--- src/rtl/seq_divider.sv ---
// Sequential restoring divider: one quotient bit per clock, WIDTH steps per division.
// Divide-by-zero short-circuits straight to DONE with quotient all ones and remainder = a.
module seq_divider #(
  parameter int WIDTH = 4
) (
  input  logic             clk,
  input  logic             rst,
  input  logic [WIDTH-1:0] a,
  input  logic [WIDTH-1:0] b,
  input  logic             start,
  output logic             busy,
  output logic             done,
  output logic [WIDTH-1:0] quotient,
  output logic [WIDTH-1:0] remainder,
  output logic             div_by_zero
);

  localparam int CW = $clog2(WIDTH);

  typedef enum logic [1:0] {IDLE, CALC, DONE} state_t;

  state_t           state_q, state_d;
  logic [CW-1:0]    cnt_q, cnt_d;
  logic [WIDTH:0]   rem_q, rem_d;
  logic [WIDTH-1:0] dvd_q, dvd_d;
  logic [WIDTH-1:0] dvs_q, dvs_d;
  logic [WIDTH-1:0] quo_q, quo_d;
  logic [WIDTH-1:0] quot_q, quot_d;
  logic [WIDTH-1:0] rmd_q, rmd_d;
  logic             dbz_q, dbz_d;

  logic [WIDTH:0]   rem_sh, rem_nx;
  logic [WIDTH-1:0] quo_nx;
  logic             ge;

  // One restoring step; the working remainder never exceeds WIDTH+1 bits.
  always_comb begin
    rem_sh = {rem_q[WIDTH-1:0], dvd_q[WIDTH-1]};
    ge     = (rem_sh >= {1'b0, dvs_q});
    rem_nx = ge ? (rem_sh - {1'b0, dvs_q}) : rem_sh;
    quo_nx = {quo_q[WIDTH-2:0], ge};
  end

  always_comb begin
    state_d = state_q;
    cnt_d   = cnt_q;
    rem_d   = rem_q;
    dvd_d   = dvd_q;
    dvs_d   = dvs_q;
    quo_d   = quo_q;
    quot_d  = quot_q;
    rmd_d   = rmd_q;
    dbz_d   = dbz_q;
    unique case (state_q)
      IDLE, DONE: begin
        state_d = IDLE;
        if (start) begin
          dvd_d = a;
          dvs_d = b;
          rem_d = '0;
          quo_d = '0;
          cnt_d = '0;
          if (b == '0) begin
            state_d = DONE;
            quot_d  = '1;
            rmd_d   = a;
            dbz_d   = 1'b1;
          end else begin
            state_d = CALC;
          end
        end
      end
      CALC: begin
        rem_d = rem_nx;
        quo_d = quo_nx;
        dvd_d = dvd_q << 1;
        cnt_d = cnt_q + 1'b1;
        if (cnt_q == CW'(WIDTH-1)) begin
          state_d = DONE;
          quot_d  = quo_nx;
          rmd_d   = rem_nx[WIDTH-1:0];
          dbz_d   = 1'b0;
        end
      end
      default: state_d = IDLE;
    endcase
  end

  always_ff @(posedge clk or posedge rst) begin
    if (rst) begin
      state_q <= IDLE;
      cnt_q   <= '0;
      rem_q   <= '0;
      dvd_q   <= '0;
      dvs_q   <= '0;
      quo_q   <= '0;
      quot_q  <= '0;
      rmd_q   <= '0;
      dbz_q   <= 1'b0;
    end else begin
      state_q <= state_d;
      cnt_q   <= cnt_d;
      rem_q   <= rem_d;
      dvd_q   <= dvd_d;
      dvs_q   <= dvs_d;
      quo_q   <= quo_d;
      quot_q  <= quot_d;
      rmd_q   <= rmd_d;
      dbz_q   <= dbz_d;
    end
  end

  assign busy        = (state_q == CALC);
  assign done        = (state_q == DONE);
  assign quotient    = quot_q;
  assign remainder   = rmd_q;
  assign div_by_zero = dbz_q;

endmodule

--- config.mk ---
export PLATFORM = sky130hd
export DESIGN_NAME = seq_divider
export DESIGN_NICKNAME = d
export VERILOG_FILES = /design/src/rtl/seq_divider.sv
export SDC_FILE = /design/constraint.sdc
export NUM_CORES = 1
export LEC_CHECK = 0
export CAP_MARGIN = 0
export CORE_ASPECT_RATIO = 2
export CORE_UTILIZATION = 45
export DETAILED_ROUTE_END_ITERATION = 16
export DONT_BUFFER_PORTS = 1
export HOLD_SLACK_MARGIN = 0.15
export PLACE_DENSITY = 0.7
export SLEW_MARGIN = 20
export SYNTH_ARGS = -nofsm -noshare
export SYNTH_HDL_FRONTEND = slang
export SYNTH_SLANG_ARGS = --single-unit
export TNS_END_PERCENT = 30
--- constraint.sdc ---
create_clock -name clk -period 1.9 [get_ports clk]
set_clock_uncertainty 0.05 [all_clocks]
set_input_delay 0.19 -clock clk [delete_from_list [all_inputs] [get_ports clk]]
set_output_delay 0.19 -clock clk [all_outputs]
set_load 0.02 [all_outputs]
==> flow_metrics.env, run 1 <==
export IMPL_status="finished, final reports clean"
export IMPL_worstMarginPinSlew_ns=0.602
export IMPL_synth_top_area_share_pct=50.3
export IMPL_viasPerCell=5.94
export IMPL_grt_overflow_total=0
export IMPL_endpoint_kind="register"
export IMPL_power_switching_share_pct=44.5
export IMPL_routedWlPerCell_um=17.1
export IMPL_final_cells=192
export IMPL_first_iter_violations=31
export IMPL_io_pins=22
export IMPL_synthesis_nets=162
export IMPL_setup_viol=0
export IMPL_critPathKind="reg -> reg"
export IMPL_row_count=28
export IMPL_grtUsageMet2_pct=39.7
export IMPL_crit_path_start_kind="register"
export IMPL_combPwrFrac_pct=55.1
export IMPL_first_pass_iters=4
export IMPL_dp_hpwl_mm=2.42
export IMPL_post_route_drc_count=0
export IMPL_hold_viol_final=0
export IMPL_synth_area_per_cell_um2=9.60
export IMPL_fin_crit_sh_pct=95.7
export IMPL_worstPathMaxFanout=6
export IMPL_grt_pass1_vias=1150
export IMPL_synth_area_leader_cell="dfrtp_1"
export IMPL_place_inst=178
export IMPL_synthesis_area_mm2=0.00139
export IMPL_cts_root_buf="clkbuf_8"
export IMPL_use_met1_pct=24.3
export IMPL_ir_worst_vdd_v=0.000882
export IMPL_syn_inst=145
export IMPL_synth_cell_type_count=36
export IMPL_power_mw=3.40
export IMPL_power_density_mw_per_mm2=2060
export IMPL_coreArea_mm2=0.00294
export IMPL_grt_max_degree=29
export IMPL_initial_core_util_pct=47.3
export IMPL_synth_edf_count=0
export IMPL_max_freq_mhz=550
export IMPL_drive_above_1_share_pct=16.7
export IMPL_postRouteAntennaNets=0
export IMPL_cts_htree_levels=1
export IMPL_holdCritPathClass="in -> reg"
export IMPL_maxCapViolCount=0
export IMPL_insertion_delay_ns=0.27
export IMPL_grt_use_total_pct=22.6
export IMPL_clk_pin_slew_ns=0.09
export IMPL_grtUsageMet3_pct=3.31
export IMPL_period_minus_slack_ns=1.82
export IMPL_holdWs_ns=0.186
export IMPL_chipWidth_um=41.3
export IMPL_internal_power_mw=1.89
export IMPL_synthArstFlopShare_pct=100
export IMPL_reg2reg_depth=5
export IMPL_dp_slack_ns=0.0179
export IMPL_cts_tree="done"
export IMPL_pwr_share_clk_pct=10.6
export IMPL_slowest_stage="dfrtp_1"
export IMPL_clock_path_buffers=2
export IMPL_p_leak_nw=0.751
export IMPL_cts_num_sinks=28
export IMPL_r2r_setup_slack_ns=0.08
export IMPL_grt_antenna_before_repair=0
export IMPL_antenna_cells=0
export IMPL_synth_seq_cells=28
export IMPL_regToRegEndpoint="remainder[2]"
export IMPL_wirelength_mm=3.29
export IMPL_ys_flop_type="dfrtp_1"
export IMPL_crit_path_end="remainder[2]"
export IMPL_num_vias=1141
export IMPL_post_cts_buffers=0
export IMPL_power_frac_seq_pct=34.3
export IMPL_rsz0062_at_grt="yes"
export IMPL_worstReg2RegStart="rem_q[1]"
export IMPL_path_delay_family="compound AO/OA/AOI/OAI gates"
export IMPL_synthTopCellsByArea="dfrtp_1 50%, nand2_1 9.2%, ha_1 4.5%"
export IMPL_seq_area_frac_synth_pct=50.3
export IMPL_io_buffers=0
export IMPL_relSlewSlack_pct=59.7
export IMPL_required_ns=2.06
export IMPL_path_buf_inv=0
export IMPL_grt_pass1_wl_mm=5.13
export IMPL_fin_ws_ns=0.0812
export IMPL_cp_slowest_stage_delay_ns=0.43
export IMPL_startpoint="rem_q[1]"
export IMPL_top_usage_layer="met2"
export IMPL_place_congestion=1.07
export IMPL_cp_cell_sequence="ha_1, o21ai_1, a22o_4, mux2i_2, o22a_1"
export IMPL_cp_arrival_ns=1.98
export IMPL_finalSetupTns_ns=0
export IMPL_nets=180
export IMPL_slew_viol_final=0
export IMPL_cts_buffers=3
export IMPL_fp_dieH_um=80.7
export IMPL_yosys_warnings=0
export IMPL_dieArea_mm2=0.00333
export IMPL_switchingPower_mw=1.51
export IMPL_syn2layout_area_growth_pct=18.7
export IMPL_crit_cells=5
worst min path at each step:
stage                      from      endpoint  slack, ns  depth (start not counted)
after floorplan             rst      cnt_q[0]       0.21                          1
after global placement      rst  remainder[2]       0.11                          2
after detailed placement    rst      dvd_q[2]       0.12                          2
after CTS                  b[3]   div_by_zero       0.17                          3
after global routing      start    state_q[0]       0.16                          2
final                      b[3]   div_by_zero       0.19                          3
synth_stat cells, drive strengths merged (2+ instances only):
master,n
nand2,35
clkbuf,3
nand3,3
o21ai,12
nor2,10
nand2b,3
a22o,3
mux2,2
nor4,3
buf,2
inv,7
ha,5
a31oi,5
dfrtp,28
a21oi,7
xor2,2
a22oi,3
nor2b,2
tightest hold or removal path: cells and delay by family:
family        cells  cell delay [ns]
simple gates      3             0.28
placed cells by master (no fill, tap or decap), types with 3 or more instances in the layout:
| cell type | count |
|---|---|
| o21ai_0 | 8 |
| buf_4 | 8 |
| a21oi_1 | 6 |
| dfrtp_1 | 28 |
| nand3_1 | 3 |
| a22oi_1 | 3 |
| o21ai_1 | 4 |
| dlygate4sd3_1 | 10 |
| clkbuf_8 | 4 |
| inv_1 | 5 |
| a31oi_1 | 4 |
| nand2_1 | 33 |
| ha_1 | 4 |
| nor2_1 | 10 |
power by group through the flow:
stage          clock network [mW]  logic [mW]  registers [mW]
2_1_floorplan                   0        1.32            1.12
3_3_place_gp                    0        1.67            1.15
3_5_place_dp                    0        1.73            1.17
4_1_cts                     0.366        1.79            1.16
5_1_grt                     0.392        2.07            1.21
6_report                    0.359        1.87            1.17
stage by stage:
step	utilization [%]	area, um2
finish	56.2	1650
global route	56.2	1650
CTS	55.2	1630
detailed placement	49.8	1470
global placement	49.8	1470
floorplan	-	1390
cell type report:
type | instances | area, um2
clock buffers | 4 | 55.1
fillers | 250 | 1290
inverters | 7 | 26.3
multi-input cells | 105 | 673
flip-flops and latches | 28 | 701
well taps | 30 | 37.5
repair buffers | 18 | 160
registers in the layout (all words and copies together), names as in the netlist:
register,cells
remainder,4
cnt_q,2
quotient,4
dvs_q,4
rem_q,4
div_by_zero,1
state_q,2
quo_q,3
dvd_q,4
logic make-up after synthesis:
kind of cell / after synthesis / synth area share, %
buf+inv: 12 / 3.59
fa+ha+maj: 6 / 5.93
xor+xnor: 2 / 1.26
mux: 3 / 2.88
flops: 28 / 50.3
compound gates: 34 / 16.6
simple gates: 60 / 19.4
routing by layer:
metal | share of wire [%] | up-vias
li1 | - | 538
met1 | 39 | 564
met2 | 55 | 30
met3 | 2.7 | 9
met4 | 3.3 | 0
met5 | 0 | -
repair_timing:
action	4_1_cts	5_1_grt
resized for setup	1	8
setup endpoints to repair	1	6
hold endpoints to repair	41	0
hold buffers	10	0
cloned	0	0
pin swaps	0	2
Note: power is estimated with default switching activity, not from simulation.
==> run 2, diff against run 1 <==
--- a/config.mk
+++ b/config.mk
@@ -7,12 +7,13 @@
 export LEC_CHECK = 0
 export CAP_MARGIN = 0
 export CORE_ASPECT_RATIO = 2
+export CORE_MARGIN = 2
 export CORE_UTILIZATION = 45
+export CTS_CLUSTER_SIZE = 30
 export DETAILED_ROUTE_END_ITERATION = 16
 export DONT_BUFFER_PORTS = 1
 export HOLD_SLACK_MARGIN = 0.15
 export PLACE_DENSITY = 0.7
-export SLEW_MARGIN = 20
 export SYNTH_ARGS = -nofsm -noshare
 export SYNTH_HDL_FRONTEND = slang
 export SYNTH_SLANG_ARGS = --single-unit
==> run 2 against run 1 <==
Against the previous run: first-iteration DRC count increased by 90%; critical path depth unchanged; worst setup slack improved by 0.0017 ns; register-to-register slack about the same; utilization increased by 0.81 points.
==> flow_metrics.env, run 2 (synthesized netlist as in run 1, its figures left out) <==
export IMPL_place_congestion=1.01
export IMPL_holdWs_ns=0.157
export IMPL_worstPathMaxFanout=6
export IMPL_worstReg2RegStart="rem_q[0]"
export IMPL_grt_pass1_wl_mm=5.51
export IMPL_status="finished, final reports clean"
export IMPL_fin_util_pct=57.0
export IMPL_worstMarginPinSlew_ns=0.611
export IMPL_required_ns=2.06
export IMPL_nets=182
export IMPL_routedWlPerCell_um=16.4
export IMPL_io_pins=22
export IMPL_finalSetupTns_ns=0
export IMPL_fin_ws_ns=0.0830
export IMPL_initial_core_util_pct=47.3
export IMPL_slew_viol_final=0
export IMPL_row_count=28
export IMPL_dieArea_mm2=0.00358
export IMPL_r2r_setup_slack_ns=0.08
export IMPL_holdCritPathClass="in -> async"
export IMPL_clk_pin_slew_ns=0.10
export IMPL_grt_pass1_vias=1163
export IMPL_wirelength_mm=3.19
export IMPL_cts_htree_levels=1
export IMPL_grt_max_degree=27
export IMPL_crit_path_start_kind="register"
export IMPL_dp_hpwl_mm=2.37
export IMPL_slowest_stage="dfrtp_1"
export IMPL_final_common_cell="nand2_1"
export IMPL_viasPerCell=5.82
export IMPL_maxCapViolCount=0
export IMPL_post_cts_buffers=0
export IMPL_rsz0062_at_grt="no"
export IMPL_num_vias=1129
export IMPL_period_minus_slack_ns=1.82
export IMPL_dp_slack_ns=0.0354
export IMPL_final_cell_mix="33 x nand2_1, 28 x dfrtp_1, 12 x dlygate4sd3_1, 10 x nor2_1, 9 x o21ai_0"
export IMPL_first_iter_violations=59
export IMPL_p_leak_nw=0.764
export IMPL_cts_num_sinks=28
export IMPL_clock_path_buffers=2
export IMPL_fin_crit_sh_pct=95.6
export IMPL_critPathKind="reg -> reg"
export IMPL_grt_use_total_pct=20.4
export IMPL_cp_arrival_ns=1.98
export IMPL_ir_worst_vdd_v=0.00107
export IMPL_cts_tree="done"
export IMPL_coreArea_mm2=0.00294
export IMPL_cts_buffers=3
export IMPL_syn2layout_area_growth_pct=20.4
export IMPL_path_delay_family="flip-flops"
export IMPL_max_freq_mhz=550
export IMPL_antenna_cells=0
export IMPL_reg2reg_depth=5
export IMPL_drive_above_1_share_pct=14.6
export IMPL_setup_viol=0
export IMPL_cts_root_buf="clkbuf_8"
export IMPL_endpoint_kind="register"
export IMPL_chipWidth_um=43.3
export IMPL_first_pass_iters=4
export IMPL_power_density_mw_per_mm2=2070
export IMPL_hold_viol_final=0
export IMPL_grt_antenna_before_repair=0
export IMPL_relSlewSlack_pct=59.1
export IMPL_grt_overflow_total=0
export IMPL_fp_dieH_um=82.7
export IMPL_io_buffers=0
export IMPL_postRouteAntennaNets=0
export IMPL_insertion_delay_ns=0.28
export IMPL_regToRegEndpoint="remainder[1]"
export IMPL_post_route_drc_count=0
export IMPL_cp_cell_sequence="ha_1, nor4_1, a22o_4, mux2_4, a31oi_4"
export IMPL_path_buf_inv=0
export IMPL_cp_slowest_stage_delay_ns=0.40
run 2: cell count changes in the layout (fill, tap and decap cells not counted), sizes merged:
| cell | change |
|---|---|
| bufinv | +1 |
| dlygate4sd3 | +2 |
| clkbuf | -1 |
run 2: area by class of cell:
type	count	area (um2)
clock inverter	1	30.0
clock buffer	3	41.3
sequential	28	701
multi-input combinational	105	661
fill	262	1270
timing repair buffer	20	180
tap	30	37.5
inverter	7	26.3
run 2: report_power, final:
part           internal, mW  switching, mW
Combinational         0.829           1.02
Clock                 0.282          0.186
Sequential            0.876          0.277
Total                  1.99           1.48
run 2: worst max-delay path by stage:
stage	start	to	depth (start not counted)
floorplan	rem_q[0]	remainder[1]	5
global placement	dvd_q[3]	remainder[2]	8
detailed placement	dvd_q[3]	remainder[2]	8
CTS	dvd_q[3]	remainder[2]	8
global route	dvs_q[1]	remainder[1]	6
finish	rem_q[0]	remainder[1]	5
run 2: through the flow:
step                      std cells  cell area (um2)  power [mW]
after global routing            194             1680        3.76
after global placement          178             1470        2.83
after CTS                       194             1660        3.41
after floorplan                 145             1390        2.44
final                           194             1680        3.47
after detailed placement        178             1470        2.89
run 2: routing by layer:
layer	share of wire (%)	GRT usage [%]
met5	0	0
met1	39	24.5
met3	3.6	1.74
met2	56	36.6
met4	1.7	8.48
run 2: repair_timing:
item | 4_1_cts | 5_1_grt
endpoints found under the hold margin | 41 | 0
setup endpoints to repair | 0 | 3
gates resized for setup | 0 | 5
hold buffers | 12 | 0
==> run 3, diff against run 2 <==
--- a/config.mk
+++ b/config.mk
@@ -5,15 +5,15 @@
 export SDC_FILE = /design/constraint.sdc
 export NUM_CORES = 1
 export LEC_CHECK = 0
+export BUFFER_PORTS_ARGS = -buffer_cell sky130_fd_sc_hd__buf_2
 export CAP_MARGIN = 0
 export CORE_ASPECT_RATIO = 2
 export CORE_MARGIN = 2
 export CORE_UTILIZATION = 45
 export CTS_CLUSTER_SIZE = 30
 export DETAILED_ROUTE_END_ITERATION = 16
-export DONT_BUFFER_PORTS = 1
 export HOLD_SLACK_MARGIN = 0.15
-export PLACE_DENSITY = 0.7
+export PLACE_DENSITY = 0.76
 export SYNTH_ARGS = -nofsm -noshare
 export SYNTH_HDL_FRONTEND = slang
 export SYNTH_SLANG_ARGS = --single-unit
==> run 3 against run 2 <==
Against the previous run: utilization up 2.7 points; sequential power shrank 9.6%; non-clock buffer count increased by 17; fmax decreased by 0.68%; worst setup slack lost 0.013 ns; final cell count increased by 8.8%; global-route usage decreased by 0.081 points.
==> flow_metrics.env, run 3 (synthesized netlist as in run 1, its figures left out) <==
export IMPL_status="finished, final reports clean"
export IMPL_initial_core_util_pct=47.3
export IMPL_first_iter_violations=29
export IMPL_holdWs_ns=0.185
export IMPL_holdCritPathClass="in -> reg"
export IMPL_maxCapViolCount=0
export IMPL_path_buf_inv=0
export IMPL_fin_util_pct=59.7
export IMPL_chipWidth_um=43.3
export IMPL_grtUsageMet3_pct=1.96
export IMPL_worstReg2RegStart="rem_q[2]"
export IMPL_dp_hpwl_mm=2.35
export IMPL_cp_arrival_ns=2.00
export IMPL_syn2layout_area_growth_pct=26.1
export IMPL_postRouteAntennaNets=0
export IMPL_insertion_delay_ns=0.29
export IMPL_rsz0062_at_grt="no"
export IMPL_nFillCells=267
export IMPL_finalSetupTns_ns=0
export IMPL_cts_root_buf="clkbuf_8"
export IMPL_dieArea_mm2=0.00358
export IMPL_crit_path_start_kind="register"
export IMPL_dp_slack_ns=0.0530
export IMPL_hold_start="b[1]"
export IMPL_critPathKind="reg -> reg"
export IMPL_ir_worst_vdd_v=0.000958
export IMPL_setup_viol=0
export IMPL_internal_power_mw=2.03
export IMPL_worstMarginPinSlew_ns=0.359
export IMPL_worstHoldPathCells=3
export IMPL_place_congestion=0.969
export IMPL_antenna_cells=0
export IMPL_routedWlPerCell_um=15.6
export IMPL_fin_ws_ns=0.0704
export IMPL_cts_num_sinks=28
export IMPL_grt_overflow_total=0
export IMPL_cts_buffers=3
export IMPL_num_vias=1188
export IMPL_coreArea_mm2=0.00294
export IMPL_power_frac_seq_pct=29.2
export IMPL_reg2reg_depth=5
export IMPL_power_switching_share_pct=43.1
export IMPL_post_cts_buffers=0
export IMPL_io_pins=22
export IMPL_viasPerCell=5.63
export IMPL_cp_slowest_stage_delay_ns=0.43
export IMPL_slew_viol_final=0
export IMPL_grt_antenna_before_repair=0
export IMPL_final_common_cell="nand2_1"
export IMPL_power_density_mw_per_mm2=2040
export IMPL_fp_dieH_um=82.7
export IMPL_grtUsageMet2_pct=38.7
export IMPL_combPwrFrac_pct=57.2
export IMPL_grt_pass1_vias=1213
export IMPL_final_cell_mix="33 x nand2_1, 28 x dfrtp_1, 21 x buf_2, 10 x nor2_1"
export IMPL_switchingPower_mw=1.54
export IMPL_cts_htree_levels=1
export IMPL_slowest_stage="dfrtp_1"
export IMPL_cts_tree="done"
export IMPL_grt_pass1_wl_mm=5.41
export IMPL_wirelength_mm=3.29
export IMPL_clock_path_buffers=2
export IMPL_hold_viol_final=0
export IMPL_endpoint_kind="register"
export IMPL_worstPathMaxFanout=6
export IMPL_grt_use_total_pct=20.3
export IMPL_required_ns=2.07
export IMPL_row_count=28
export IMPL_min_to="state_q[0]"
export IMPL_p_leak_nw=0.834
export IMPL_max_freq_mhz=547
export IMPL_grt_max_degree=29
export IMPL_fin_crit_sh_pct=96.3
export IMPL_drive_above_1_share_pct=26.0
export IMPL_period_minus_slack_ns=1.83
export IMPL_nets=199
export IMPL_path_delay_family="compound AO/OA/AOI/OAI gates"
export IMPL_use_met1_pct=21.5
export IMPL_relSlewSlack_pct=76.1
export IMPL_io_buffers=21
export IMPL_r2r_setup_slack_ns=0.07
export IMPL_clk_pin_slew_ns=0.10
export IMPL_regToRegEndpoint="remainder[1]"
export IMPL_first_pass_iters=4
export IMPL_pwr_share_clk_pct=13.6
export IMPL_cp_cell_sequence="ha_1, o21ai_0, a22o_4, mux2_4, a31oi_4"
export IMPL_top_usage_layer="met2"
export IMPL_post_route_drc_count=0
[run 3: changes by cell type in the layout (fill, tap and decap cells not counted), sizes merged]
| cell | previous run | this run |
|---|---|---|
| buf | 8 | 28 |
| dlygate4sd3 | 12 | 9 |
[run 3: power by group through the flow]
stage | combinational, mW | sequential (mW) | clock [mW]
global route | 2.28 | 1.08 | 0.504
floorplan | 1.32 | 1.12 | 0
detailed placement | 1.93 | 1.04 | 0
CTS | 1.96 | 1.03 | 0.486
finish | 2.05 | 1.04 | 0.486
global placement | 1.84 | 1.03 | 0
[run 3: metal layers]
metal	part of all wire [%]	wire, um
met2	55	1810
met4	2.2	73
met3	3.5	114
met1	39	1290
met5	0	0
[run 3: worst register-to-register path, stage by stage (launching register included)]
cell and delay (ns):
dfrtp_1 0.43, ha_1 0.39, o21ai_0 0.14, a22o_4 0.28, mux2_4 0.33, a31oi_4 0.14
[run 3: how the worst max path moves through the flow]
stage	from	to	slack [ns]	cells after the start
final	rem_q[2]	remainder[1]	0.07	5
after global routing	rem_q[0]	remainder[1]	0.003	5
after CTS	b[2]	remainder[2]	0.02	7
after detailed placement	dvd_q[3]	remainder[1]	0.05	7
after global placement	dvd_q[3]	remainder[1]	0.12	7
after floorplan	rem_q[0]	remainder[1]	0.15	5
[run 3: area by class of cell]
type | instances | area, um2 | area share [%]
Sequential cell | 28 | 701 | 39.9
Multi-Input combinational cell | 105 | 673 | 38.3
Timing Repair Buffer | 37 | 248 | 14.1
Clock buffer | 3 | 41.3 | 2.35
Tap cell | 30 | 37.5 | 2.14
Clock inverter | 1 | 30.0 | 1.71
Inverter | 7 | 26.3 | 1.50
[run 3: stage by stage]
stage	cell area, um2	power (mW)	instances
6_report	1760	3.58	211
5_1_grt	1760	3.86	211
4_1_cts	1730	3.47	211
3_5_place_dp	1560	2.97	198
3_3_place_gp	1560	2.87	198
2_1_floorplan	1390	2.44	145
[run 3: what timing repair did]
action / in CTS / in global routing
hold endpoints to repair: 37 / 0
gates resized for setup: 0 / 8
endpoints found under the setup margin: 0 / 6
hold buffers: 9 / 0
